File: src/rtl/plab4_net_router_output_ctrl_arbiter_tp.sv
// Output-port arbiter with a time-division domain schedule (D0/D1) and per-domain round-robin.
// Optional guard cycle at the end of each slot: define PLAB4_NET_OUTPUT_CTRL_GUARD_EN.
module plab4_net_router_output_ctrl_arbiter_tp #(
    parameter  int p_slot_cycles = 8,
    parameter  int p_num_reqs    = 3,
    localparam int c_slot_nbits  = $clog2(p_slot_cycles)
) (
    input  logic                  clk,
    input  logic                  reset,
    input  logic [p_num_reqs-1:0] reqs_d0,
    input  logic [p_num_reqs-1:0] reqs_d1,
    output logic [p_num_reqs-1:0] grants_d0,
    output logic [p_num_reqs-1:0] grants_d1,
    output logic                  out_val_d0,
    output logic                  out_val_d1,
    input  logic                  out_rdy_d0,
    input  logic                  out_rdy_d1,
    output logic [1:0]            sel,
    output logic                  domain
);

    localparam logic [c_slot_nbits-1:0] c_slot_last = c_slot_nbits'(p_slot_cycles - 1);

    logic [c_slot_nbits-1:0]   slot_cnt_q, slot_cnt_d;
    logic                      domain_q, domain_d;
    logic [p_num_reqs-1:0]     prio_d0_q, prio_d0_d;
    logic [p_num_reqs-1:0]     prio_d1_q, prio_d1_d;
    logic [1:0]                sel_q, sel_d;

    logic                      slot_last;
    logic                      guard;
    logic [p_num_reqs-1:0]     act_reqs;
    logic [p_num_reqs-1:0]     act_prio;
    logic                      act_rdy;
    logic                      grant_en;
    logic [2*p_num_reqs-1:0]   reqs_dbl;
    logic [2*p_num_reqs-1:0]   prio_dbl;
    logic [2*p_num_reqs-1:0]   grant_dbl;
    logic [p_num_reqs-1:0]     act_grant;
    logic [p_num_reqs-1:0]     grant_rot;
    logic [1:0]                sel_enc;

    // The schedule depends only on time, never on traffic.
    assign slot_last  = (slot_cnt_q == c_slot_last);
    assign slot_cnt_d = slot_last ? '0 : slot_cnt_q + c_slot_nbits'(1);
    assign domain_d   = domain_q ^ slot_last;

`ifdef PLAB4_NET_OUTPUT_CTRL_GUARD_EN
    assign guard = slot_last;
`else
    assign guard = 1'b0;
`endif

    assign act_reqs = domain_q ? reqs_d1    : reqs_d0;
    assign act_rdy  = domain_q ? out_rdy_d1 : out_rdy_d0;
    assign act_prio = domain_q ? prio_d1_q  : prio_d0_q;
    // Reset is folded in so grants drop the instant reset asserts.
    assign grant_en = reset && act_rdy && (|act_reqs) && !guard;

    // Doubled-vector trick: first set request at or after the one-hot pointer, with wrap.
    assign reqs_dbl  = {act_reqs, act_reqs};
    assign prio_dbl  = {{p_num_reqs{1'b0}}, act_prio};
    assign grant_dbl = reqs_dbl & ~(reqs_dbl - prio_dbl);
    assign act_grant = grant_en ? (grant_dbl[2*p_num_reqs-1:p_num_reqs] | grant_dbl[p_num_reqs-1:0])
                                : '0;
    assign grant_rot = {act_grant[p_num_reqs-2:0], act_grant[p_num_reqs-1]};

    assign grants_d0  = domain_q ? '0 : act_grant;
    assign grants_d1  = domain_q ? act_grant : '0;
    assign out_val_d0 = |grants_d0;
    assign out_val_d1 = |grants_d1;

    always_comb begin
        sel_enc = 2'd0;
        for (int i = 0; i < p_num_reqs; i++) begin
            if (act_grant[i]) sel_enc = 2'(i);
        end
    end

    // sel keeps its last value between grants so it never reveals the schedule.
    assign sel    = grant_en ? sel_enc : sel_q;
    assign sel_d  = sel;
    assign domain = domain_q;

    assign prio_d0_d = (grant_en && !domain_q) ? grant_rot : prio_d0_q;
    assign prio_d1_d = (grant_en &&  domain_q) ? grant_rot : prio_d1_q;

    always_ff @(posedge clk or negedge reset) begin
        if (!reset) begin
            slot_cnt_q <= '0;
            domain_q   <= 1'b0;
            prio_d0_q  <= p_num_reqs'(1);
            prio_d1_q  <= p_num_reqs'(1);
            sel_q      <= 2'd0;
        end else begin
            slot_cnt_q <= slot_cnt_d;
            domain_q   <= domain_d;
            prio_d0_q  <= prio_d0_d;
            prio_d1_q  <= prio_d1_d;
            sel_q      <= sel_d;
        end
    end

endmodule

File: config.mk
export PLATFORM = sky130hd
export DESIGN_NAME = plab4_net_router_output_ctrl_arbiter_tp
export DESIGN_NICKNAME = d
export VERILOG_FILES = /design/src/rtl/plab4_net_router_output_ctrl_arbiter_tp.sv
export SDC_FILE = /design/constraint.sdc
export NUM_CORES = 1
export LEC_CHECK = 0
export BUFFER_PORTS_ARGS = -buffer_cell sky130_fd_sc_hd__buf_2
export CAP_MARGIN = 25
export CORE_MARGIN = 4
export CORE_UTILIZATION = 50
export CTS_CLUSTER_SIZE = 16
export DETAILED_ROUTE_END_ITERATION = 12
export GPL_ROUTABILITY_DRIVEN = 0
export PLACE_DENSITY = 0.79
export SLEW_MARGIN = 15
export SYNTH_ARGS = -nofsm -noshare
export SYNTH_HDL_FRONTEND = slang
export SYNTH_SLANG_ARGS = --single-unit
File: constraint.sdc
create_clock -name clk -period 6 [get_ports clk]
set_input_delay 0.3 -clock clk [delete_from_list [all_inputs] [get_ports clk]]
set_output_delay 0.3 -clock clk [all_outputs]
set_load 0.01 [all_outputs]
== After elaboration in Yosys (flattened, before gate mapping) ==
Cells that the tools add are included.
Storage, ports and cells
  output and inout port bits: 11
  logic and storage cells: 30
  bits in registers: 12
  input bits: 10
Operators by class
  add/subtract/negate cells: 2
  multiplexer cells: 10
  equal/unequal tests: 1
  bitwise gates (word level): 4
  reductions and logical operators: 8
Operators by type and width (count)
  two-way mux 3 bit: 6
  OR reduction 3 bit: 3
  AND 6 bit: 1
  NOT 6 bit: 1
  subtractor 6 x 3 -> 6 bit: 1
  logical AND 1 bit: 4
  two-way mux 2 bit: 2
  adder 3 x 1 -> 3 bit, second input constant: 1
  == test 3 bit, second input constant: 1
  OR 3 bit: 1
  two-way mux 1 bit: 2
  logical NOT 1 bit: 1
  XOR 1 bit: 1

== Logic depth before layout (Yosys ltp) ==
Gate-level depths: netlist of the first run.
  word-level depth: 9
  depth in mapped cells: 9
  gate-level depth less buffers: 7

== Least setup slack after synthesis of the first run ==
Ideal clock, no wire load.
  path kind: reg-to-output
  start point: register domain_q, in the netlist domain
  end point: output port out_val_d0
  cell stages (with the launch flop): 9
  data arrival time: 2.393 ns
  required time: 5.700 ns
  setup slack: 3.307 ns
  path buffers: 2
  cell sequence: dfrtp_1 > buf_6 > buf_6 > mux2_2 > fa_1 > xor2_1 > and2b_1 > a221oi_4 > o31a_1
Between the ends
  cells in the longest elaborated chain, start to end: 8
  elaborated cells between the ends (all ways): 13
  classes of those cells: add/sub (1); mux (5); bitwise (3); reduce/logical (4)
RTL lines
  start: declaration: RTL line 25  | logic domain_q, domain_d;
  start signal: assignment: RTL line 97  | domain_q <= domain_d;
  two-way mux 3 bit (on tied branches): RTL line 54, 56
  subtractor 6 x 3 -> 6 bit: RTL line 63  | assign grant_dbl = reqs_dbl & ~(reqs_dbl - prio_dbl);
  NOT 6 bit: RTL line 63
  AND 6 bit: RTL line 63
  OR 3 bit: RTL line 64  | assign act_grant = grant_en ? (grant_dbl[2*p_num_reqs-1:p_num_reqs] | grant_dbl[p_num_reqs-1:0])
  two-way mux 3 bit: RTL line 64
  two-way mux 3 bit (*): RTL line 68  | assign grants_d0 = domain_q ? '0 : act_grant;
  OR reduction 3 bit (*): RTL line 70  | assign out_val_d0 = |grants_d0;
  end: declaration: RTL line 14  | output logic out_val_d0,
Mark *: on every way between the ends. The rest lies on a longest branch, timed or not.

== Worst setup path after layout of the first run ==
Ends and elaborated chain as after synthesis.

==> summary by stage, run 1 <==
Outcome
The flow ran to the end, and the final reports show no timing, DRC or antenna violations.

Timing
The final count of hold timing violations came to 0. The final number of setup-violating endpoints is 0. The final-report max-slew violation count is 0. The clock period minus worst slack is roughly 3.5 ns. The worst slew margin relative to its limit is 40.4%. Setup repair after global routing left no endpoint under its margin. For the pin with the worst max-slew slack, the measured transition is 0.894 ns. The maximum clock frequency is roughly 280 MHz. The sum of negative setup slack is 0 ns. The part of the cycle the worst path needs is around three fifths. On the final layout, the worst clock skew is 0.00617 ns.

Die
The row count is 14. The area inside the core boundary is 1540 µm². The area enclosed by the die boundary is 2370 µm². For this design the top-level I/O count stands at 21. For this configuration, the core starts out at a cell density of 53.6%. The die width is slightly below 50 µm. The height of the die is 48.6 µm.

Clock network
The tree is rooted in a sky130_fd_sc_hd__clkbuf_4. Gates resized during post-CTS repair numbered 0. In this run, CTS created clock tree buffers numbering 3. TritonCTS built the clock tree. After clock tree synthesis, the clock-pin slew on the worst setup and hold paths is around 0.060 ns. Clock latency on the worst-skew pair, taken at its later pin, is approximately 0.27 ns. The number of H-tree levels is 1. The total number of clock tree sinks is 12. The clock tree buffer depth is 2.

After clock tree synthesis, the setup repair step added 0 buffers. The number of buffers inserted by hold repair at cts is 1.

Synth
The most common flop cell mapped by yosys is sky130_fd_sc_hd__dfrtp_1. The number of synthesis warnings is 0. Yosys mapped the design onto 39 distinct sky130hd cell types. Of all cell types, the one taking the most synthesized area is sky130_fd_sc_hd__dfrtp_1. The number of enable flip-flop cells after synthesis is 0. After synthesis, flip-flops and latches occupy 36.7% of the total area. Each instance of the synthesized netlist takes up on average approximately 11 µm². The post-synthesis cell area is 826 µm². The cell count after synthesis came out at 74. Sorting the synthesized cells by area gives the leading types as sky130_fd_sc_hd__dfrtp_1 30%, sky130_fd_sc_hd__a22o_1 7.4%, sky130_fd_sc_hd__dfstp_2 6.4%, sky130_fd_sc_hd__ha_1 6.1%, sky130_fd_sc_hd__a221oi_4 3.2%. The synthesized netlist net count is 89. The share of synthesized area in the top cell type comes to a little under a third. Counting flops with an async set or reset pin after synthesis yields a share of between 90% and 100%.

In this run, synthesis produced a sequential element count of 12.

Power
In this run the power spent charging and discharging nets is 84.1 µW. The net switching fraction of the power is a little under a third. For this design the static power due to leakage is 0.000482 µW.

The worst ir drop on vdd is around 200 µV. The power density over the cells is 275 nW/µm². Registers are responsible for 41.8% of the overall power. The internal portion of the total power is 181 µW. The completed layout was analyzed and its total power is 265 µW.

In this run, the combinational gates consume 34.6% of the power. The portion of total power attributed to the clock network is 23.6%.

Finish
The post-layout net count is 112. The area growth from synthesis to final layout is 16.8%. The final non-filler cell total is 112. Leaving out fill and tap cells, the most frequent cells in the layout are 20 x sky130_fd_sc_hd__buf_2, 10 x sky130_fd_sc_hd__dfrtp_1, 7 x sky130_fd_sc_hd__a22o_1. In the final layout, the share of cells above drive strength 1 is 35.4%. The leading cell type in the layout, fill and taps excluded is sky130_fd_sc_hd__buf_2. The antenna diode count is 0. The fraction of the core area covered by cells at the end of the flow is 62.6%.

Global routing
Entering global routing, the biggest net connects 30 pins. met1 is the most crowded layer. Global routing used 16.4% of the available tracks. The via count of the first global-routing pass was 645.

The total overflow reported by the global router is 0. Global routing consumed, on the met2 layer, between 20% and 30% of the routing resources. The met3 track utilization from global routing is 3.99%. The initial antenna violation count is 0.

The met1 demand-to-capacity share in global routing is 23.7%. The first-pass GRT wire length is ~3.1 mm.

Worst setup path
The critical path is of the register to output pin type. Traced cell by cell, the critical path runs through mux2_2, fa_1, xor2_1, and2b_1, a221oi_4, o31a_1, buf_2. The cell with the biggest individual delay on the critical path is sky130_fd_sc_hd__dfrtp_1. The worst setup path is launched from a register. In this design, the stage delay of the slowest critical-path cell is 0.93 ns. The worst setup path is captured at an output pin. STA puts the critical path data required time at 5.70 ns. Along the worst path, the maximum fanout reaches 29. At the worst endpoint, the arrival time is about 3.2 ns.

Detailed routing
Before antenna repair, the detailed router went through 4 iterations. In the routed layout, each cell is associated on average with a via count of 5.87. The routed design has 1.71 mm of wire. The detail route stage leaves a number of antenna-violating nets equal to 0. The number of DRC markers in iteration 0 is 14.

The remaining design rule violation count is 0. In the final routed layout, each cell accounts on average for 15.3 µm. The total number of vias is approximately 660.

Flow run
The count of maximum capacitance violations is 0.

Min path
The class of the most critical hold timing path is register to register.

Placement
The count of placed standard cells including taps is 107. The count of buffers from port buffering is 20. The HPWL reported at the end of detailed placement is approximately 1.3 mm.
-- sequential cells by signal, indices dropped and copies added (netlist names) --
signal      count
sel_q           2
prio_d0_q       3
prio_d1_q       3
slot_cnt_q      3
domain          1
-- synthesized netlist by cell type, types with 2 or more instances --
cell                      instances
sky130_fd_sc_hd__nand4_1          2
sky130_fd_sc_hd__and2_1           4
sky130_fd_sc_hd__a22o_1           7
sky130_fd_sc_hd__and3_1           2
sky130_fd_sc_hd__buf_6            2
sky130_fd_sc_hd__a32oi_1          2
sky130_fd_sc_hd__dfstp_2          2
sky130_fd_sc_hd__ha_1             4
sky130_fd_sc_hd__dfrtp_1         10
sky130_fd_sc_hd__nand2_1          2
sky130_fd_sc_hd__nand3_1          2
sky130_fd_sc_hd__nor2_1           4
sky130_fd_sc_hd__mux2i_1          2
sky130_fd_sc_hd__nor2b_1          2
sky130_fd_sc_hd__xor2_1           2
sky130_fd_sc_hd__o31a_1           2
-- routing by layer --
metal / vias to the layer above / part of all wire, %
met3: 5 / 3.7
met4: 0 / 2.3
met5: - / 0
li1: 326 / -
met1: 308 / 49
met2: 18 / 45
-- power by group through the flow --
stage / registers [µW] / clock network, µW / logic [µW]
floorplan: 108 / 0 / 66.1
global placement: 111 / 0 / 88.2
detailed placement: 112 / 0 / 90.7
CTS: 110 / 64.9 / 91.9
global route: 113 / 69.4 / 101
finish: 111 / 62.6 / 91.6
-- through the flow --
stage,hold WS [ns],cell area (µm²),setup slack (ns)
2_1_floorplan,0.00441,826,3.31
3_5_place_dp,0.220,918,2.76
3_3_place_gp,0.222,918,2.83
6_report,0.436,965,2.46
4_1_cts,0.448,965,2.46
5_1_grt,0.481,965,2.25
-- cells by family (layout without fill, tap and decap cells) --
family / after synthesis / count (layout) / share of synthesized area (%)
AOI/OAI and AO/OA: 22 / 22 / 23.6
DFF: 12 / 12 / 36.7
xor gates and xnor gates: 2 / 2 / 2.12
and+or+nand+nor: 24 / 24 / 19.2
muxes: 4 / 4 / 5.61
buffers and inverters: 5 / 27 / 4.24
adders and majority gates: 5 / 5 / 8.49
-- critical path, delay by kind of cell (launching register included) --
family | cells | cell delay, ns
AOI/OAI and AO/OA | 2 | 0.57
and+or+nand+nor | 1 | 0.21
muxes | 1 | 0.45
adders and majority gates | 1 | 0.47
buffers and inverters | 1 | 0.13
DFF | 1 | 0.93
xor gates and xnor gates | 1 | 0.21
-- path summary, 6_finish.rpt --
path	from	to	slack [ns]	cells past startpoint
setup / recovery	domain	out_val_d0	2.46	7
hold / removal	slot_cnt_q[0]	slot_cnt_q[0]	0.44	1
setup reg to reg	domain	prio_d1_q[0]	3.09	6
hold reg to reg	slot_cnt_q[0]	slot_cnt_q[0]	0.44	1
max in group asynchronous	reset	prio_d1_q[0]	5.23	2
min in group asynchronous	reset	prio_d1_q[2]	0.46	2
-- area by class of cell --
cell class / count / area [µm²]
well taps: 16 / 20.0
inverters: 2 / 7.51
clock buffers: 4 / 36.3
repair buffers: 21 / 110
fillers: 137 / 577
flip-flops and latches: 12 / 303
multi-input cells: 57 / 488
Note: power is estimated with default switching activity, not from simulation.
==> inputs of run 2 (changes only) <==
ABC_AREA = 1   (was not set)
PLACE_DENSITY = 0.78   (was 0.79)
clock period = 3.6 ns   (was 6 ns; I/O delays follow)
==> summary by stage, run 2 <==
Outcome
The flow ran to the end, and the final reports show no timing, DRC or antenna violations.

Clock network
The insertion delay to the later sink of the worst-skew pair is 0.27 ns. No sink is reached through more buffers than the 2 on the longest clock path. TritonCTS built the clock tree.

The tree is rooted in a sky130_fd_sc_hd__clkbuf_4. CTS built an H-tree with a depth of 1. The number of setup buffers added after CTS is 0.

Counting the buffers created by CTS gives 3. The tree built by TritonCTS fans out to 12 sinks. The clock transition time at the flip-flop clock pins of the worst setup and hold paths is 0.07 ns.

The number of gates resized after CTS was 0.

Timing
Measured against its own limit, the worst slew margin works out to 53.8%. In the finished design, the share of the clock period the worst path needs comes to 85.5%. The final-report max-slew violation count came to 0. Setup violations remaining at the end of the flow were counted as 0. The slew at the pin with the worst max-slew slack is 0.694 ns. The worst path in the final design needs a cycle of roughly 3 ns, including I/O delays and setup.

The sum of negative setup slack is 0 ns. The final count of hold timing violations is 0. Between clock sinks in the finished design, the worst skew comes to 0.00290 ns.

Setup repair after global routing left no endpoint under its margin. The maximum clock frequency is 325 MHz.

Synth
The most common flop cell mapped by yosys is sky130_fd_sc_hd__dfrtp_1. The proportion of synthesized chip area in sequential cells is 35.1%. The post-synthesis cell type with the largest combined area is sky130_fd_sc_hd__dfrtp_1.

In this run, synthesis inferred 0 flip-flops with an integrated enable. The synthesized flop and latch total is 12. The average footprint of a synthesized cell is ~8.6 µm². The number of synthesis warnings is 0. In the synthesized netlist, the cells that appear most often are 24 x sky130_fd_sc_hd__nand2_1, 11 x sky130_fd_sc_hd__inv_1, 10 x sky130_fd_sc_hd__dfrtp_1. The number of nets in the synthesized netlist is 115. The post-synthesis cell area is between 800 and 900 µm². Counting flops with an async set or reset pin after synthesis yields a share of 100%. The count of distinct cell types in the synthesized netlist is 25. By area the synthesized netlist is led by sky130_fd_sc_hd__dfrtp_1 29%, sky130_fd_sc_hd__nand2_1 10%, sky130_fd_sc_hd__nand3_2 7.0%, sky130_fd_sc_hd__dfstp_2 6.1%, sky130_fd_sc_hd__ha_1 5.8%. The most instantiated library cell after synthesis is sky130_fd_sc_hd__nand2_1. After technology mapping, the gate count stands at 100.

The area fraction of the dominant cell type after synthesis is 29.0%.

Flow run
The count of maximum capacitance violations is 0.

Die
In this run the horizontal extent of the chip is 49.5 µm. The area inside the core boundary is around 1600 µm². The floorplan step defined a die boundary enclosing between 2000 and 2500 µm². The floorplan has 14 rows. The die is 49.5 µm tall. The I/O pin count is 21. The initial utilization of the core area, before any placement, comes to 55.3%.

Detailed routing
The first-pass detailed-route iteration total is 4. The wire length per cell after detailed routing is 11.9 µm. The remaining design rule violation count is 0. Across all layers, the routed design uses 706 vias. The detail route stage leaves a number of antenna-violating nets equal to 0.

The routed wire length is 1.65 mm. Using the TritonRoute via totals, the vias-per-cell ratio works out to 5.12. The first routing iteration left 11 violations.

Power
For this design the total switching power over the nets is 142 µW. The internal power component is 282 µW. VDD sags by at most ~330 µV. The portion of total power attributed to the clock network is 24.3%. The analysis attributes to cell leakage a power of 0.000583 µW. Net switching is 33.4% of the power. Sequential cells account for about two fifths of the total power. The portion of total power attributed to combinational logic is between 30% and 40%.

Power spread over the standard cell area amounts to 431 nW/µm².

Finish
Counting the fill cells in the layout gives 146. In the final layout, the registers with the most flip-flops are prio_d0_q: 3 flops, prio_d1_q: 3 flops, slot_cnt_q: 3 flops. Leaving out fill and tap cells, the most frequent cell in the layout is sky130_fd_sc_hd__nand2_1. The library cells used most frequently in the layout, excluding fill and tap cells, are 24 x sky130_fd_sc_hd__nand2_1, 20 x sky130_fd_sc_hd__buf_2, 11 x sky130_fd_sc_hd__inv_1. The final non-filler cell total is roughly 140. The area growth from synthesis to final layout is 14.1%. The antenna diode count is 0. The sequential cells in the finished layout cover a total of 303 µm². The ratio of cells with drive above 1 in the final layout is 43.4%. The multi-input combinational cells in the finished layout cover a total of 459 µm². The post-layout net count is 138.

Global routing
The initial antenna violation count is 0. The total overflow left after global routing is 0. Entering global routing, the biggest net connects 19 pins.

In the global route stage, overall resource usage came out at 16.3%. The via count of the first global-routing pass is ~720. The first global-routing pass estimated between 3 and 4 mm of wire.

Worst setup path
At the worst endpoint, the required time is between 3 and 4 ns. The startpoint-to-endpoint class of the critical path is register to output pin. STA classifies the critical path startpoint as a register. The nature of the critical path endpoint is an output pin. Data arrives at the worst endpoint at approximately 2.9 ns. The highest fanout seen on the critical path is 18.

Placement
The wire-length estimate of the detail-placed layout is 1.35 mm. Once placement completed, the tool counted placed cells totaling 133. In this run the tool buffered the top-level ports with 20 buffer cells.

Min path
The class of the most critical hold timing path is input pin to asynchronous set/reset pin.
==> run 2: cell types whose count changed in the layout (fill, tap and decap cells not counted), sizes merged, moves of 4 or more <==
cell,delta
nand2,+31
o21ai,+5
nand3,+6
and2,-4
nor2,+6
inv,+13
a22o,-7
==> run 2: final cells by class <==
cell class                 instances  area share [%]
multi-input combinational         71            46.7
sequential                        12            30.8
timing repair buffer              21            11.2
inverter                          14            5.60
clock buffer                       4            3.69
tap                               16            2.04
==> run 2: stage by stage <==
stage | cell area, µm² | hold WS (ns) | total power, µW | util, % | setup slack [ns]
after floorplan | 862 | -0.116 | 282 | - | 1.47
after global placement | 937 | 0.0878 | 317 | 60.1 | 0.937
after detailed placement | 937 | 0.0926 | 323 | 60.1 | 0.844
after CTS | 983 | 0.332 | 429 | 63.1 | 0.542
after global routing | 983 | 0.375 | 463 | 63.1 | 0.322
final | 983 | 0.328 | 424 | 63.1 | 0.523
==> run 2: final timing paths <==
kind | cells past startpoint | start | endpoint | slack, ns
worst max-delay path | 11 | domain | out_val_d1 | 0.52
worst min-delay path | 2 | reset | prio_d0_q[2] | 0.33
worst max register to register | 11 | domain | sel_q[0] | 1.01
worst min register to register | 1 | slot_cnt_q[0] | slot_cnt_q[0] | 0.43
max in group asynchronous | 2 | reset | prio_d1_q[0] | 2.99
min in group clk | 1 | slot_cnt_q[0] | slot_cnt_q[0] | 0.43
==> run 2: per-layer routing <==
metal,vias up,global-route usage (%),wire (µm)
met1,317,20.3,707
met2,28,26.0,777
li1,356,-,-
met4,0,6.91,28
met5,-,0,0
met3,5,4.82,132
==> run 2: power groups by stage <==
stage | clock, µW | sequential [µW] | combinational [µW]
final | 103 | 176 | 145
after CTS | 107 | 176 | 146
after floorplan | 0 | 175 | 107
after global routing | 116 | 180 | 167
after detailed placement | 0 | 179 | 144
after global placement | 0 | 178 | 139
==> run 2: timing repair <==
| item | in CTS | in global routing |
|---|---|---|
| hold endpoints to repair | 10 | 0 |
| setup endpoints to repair | 0 | 0 |
| hold buffers | 1 | 0 |
==> run 2: logic make-up after synthesis <==
logic type / after synthesis / share of synthesized area, %
xor gates and xnor gates: 2 / 2.03
and+or+nand+nor: 52 / 34.5
AOI/OAI and AO/OA: 10 / 6.24
adders and majority gates: 5 / 8.13
buffers and inverters: 17 / 11.6
DFF: 12 / 35.1
muxes: 2 / 2.32
==> run 2: worst max-delay path: stages (launching register included) <==
cell	delay (ns)
sky130_fd_sc_hd__dfrtp_1	0.79
sky130_fd_sc_hd__inv_4	0.17
sky130_fd_sc_hd__or2_2	0.33
sky130_fd_sc_hd__o21ai_2	0.10
sky130_fd_sc_hd__inv_1	0.08
sky130_fd_sc_hd__ha_1	0.36
sky130_fd_sc_hd__a21oi_1	0.24
sky130_fd_sc_hd__nand2_1	0.09
sky130_fd_sc_hd__nand2_1	0.08
sky130_fd_sc_hd__nand3_1	0.13
sky130_fd_sc_hd__nand3_2	0.12
sky130_fd_sc_hd__buf_2	0.13
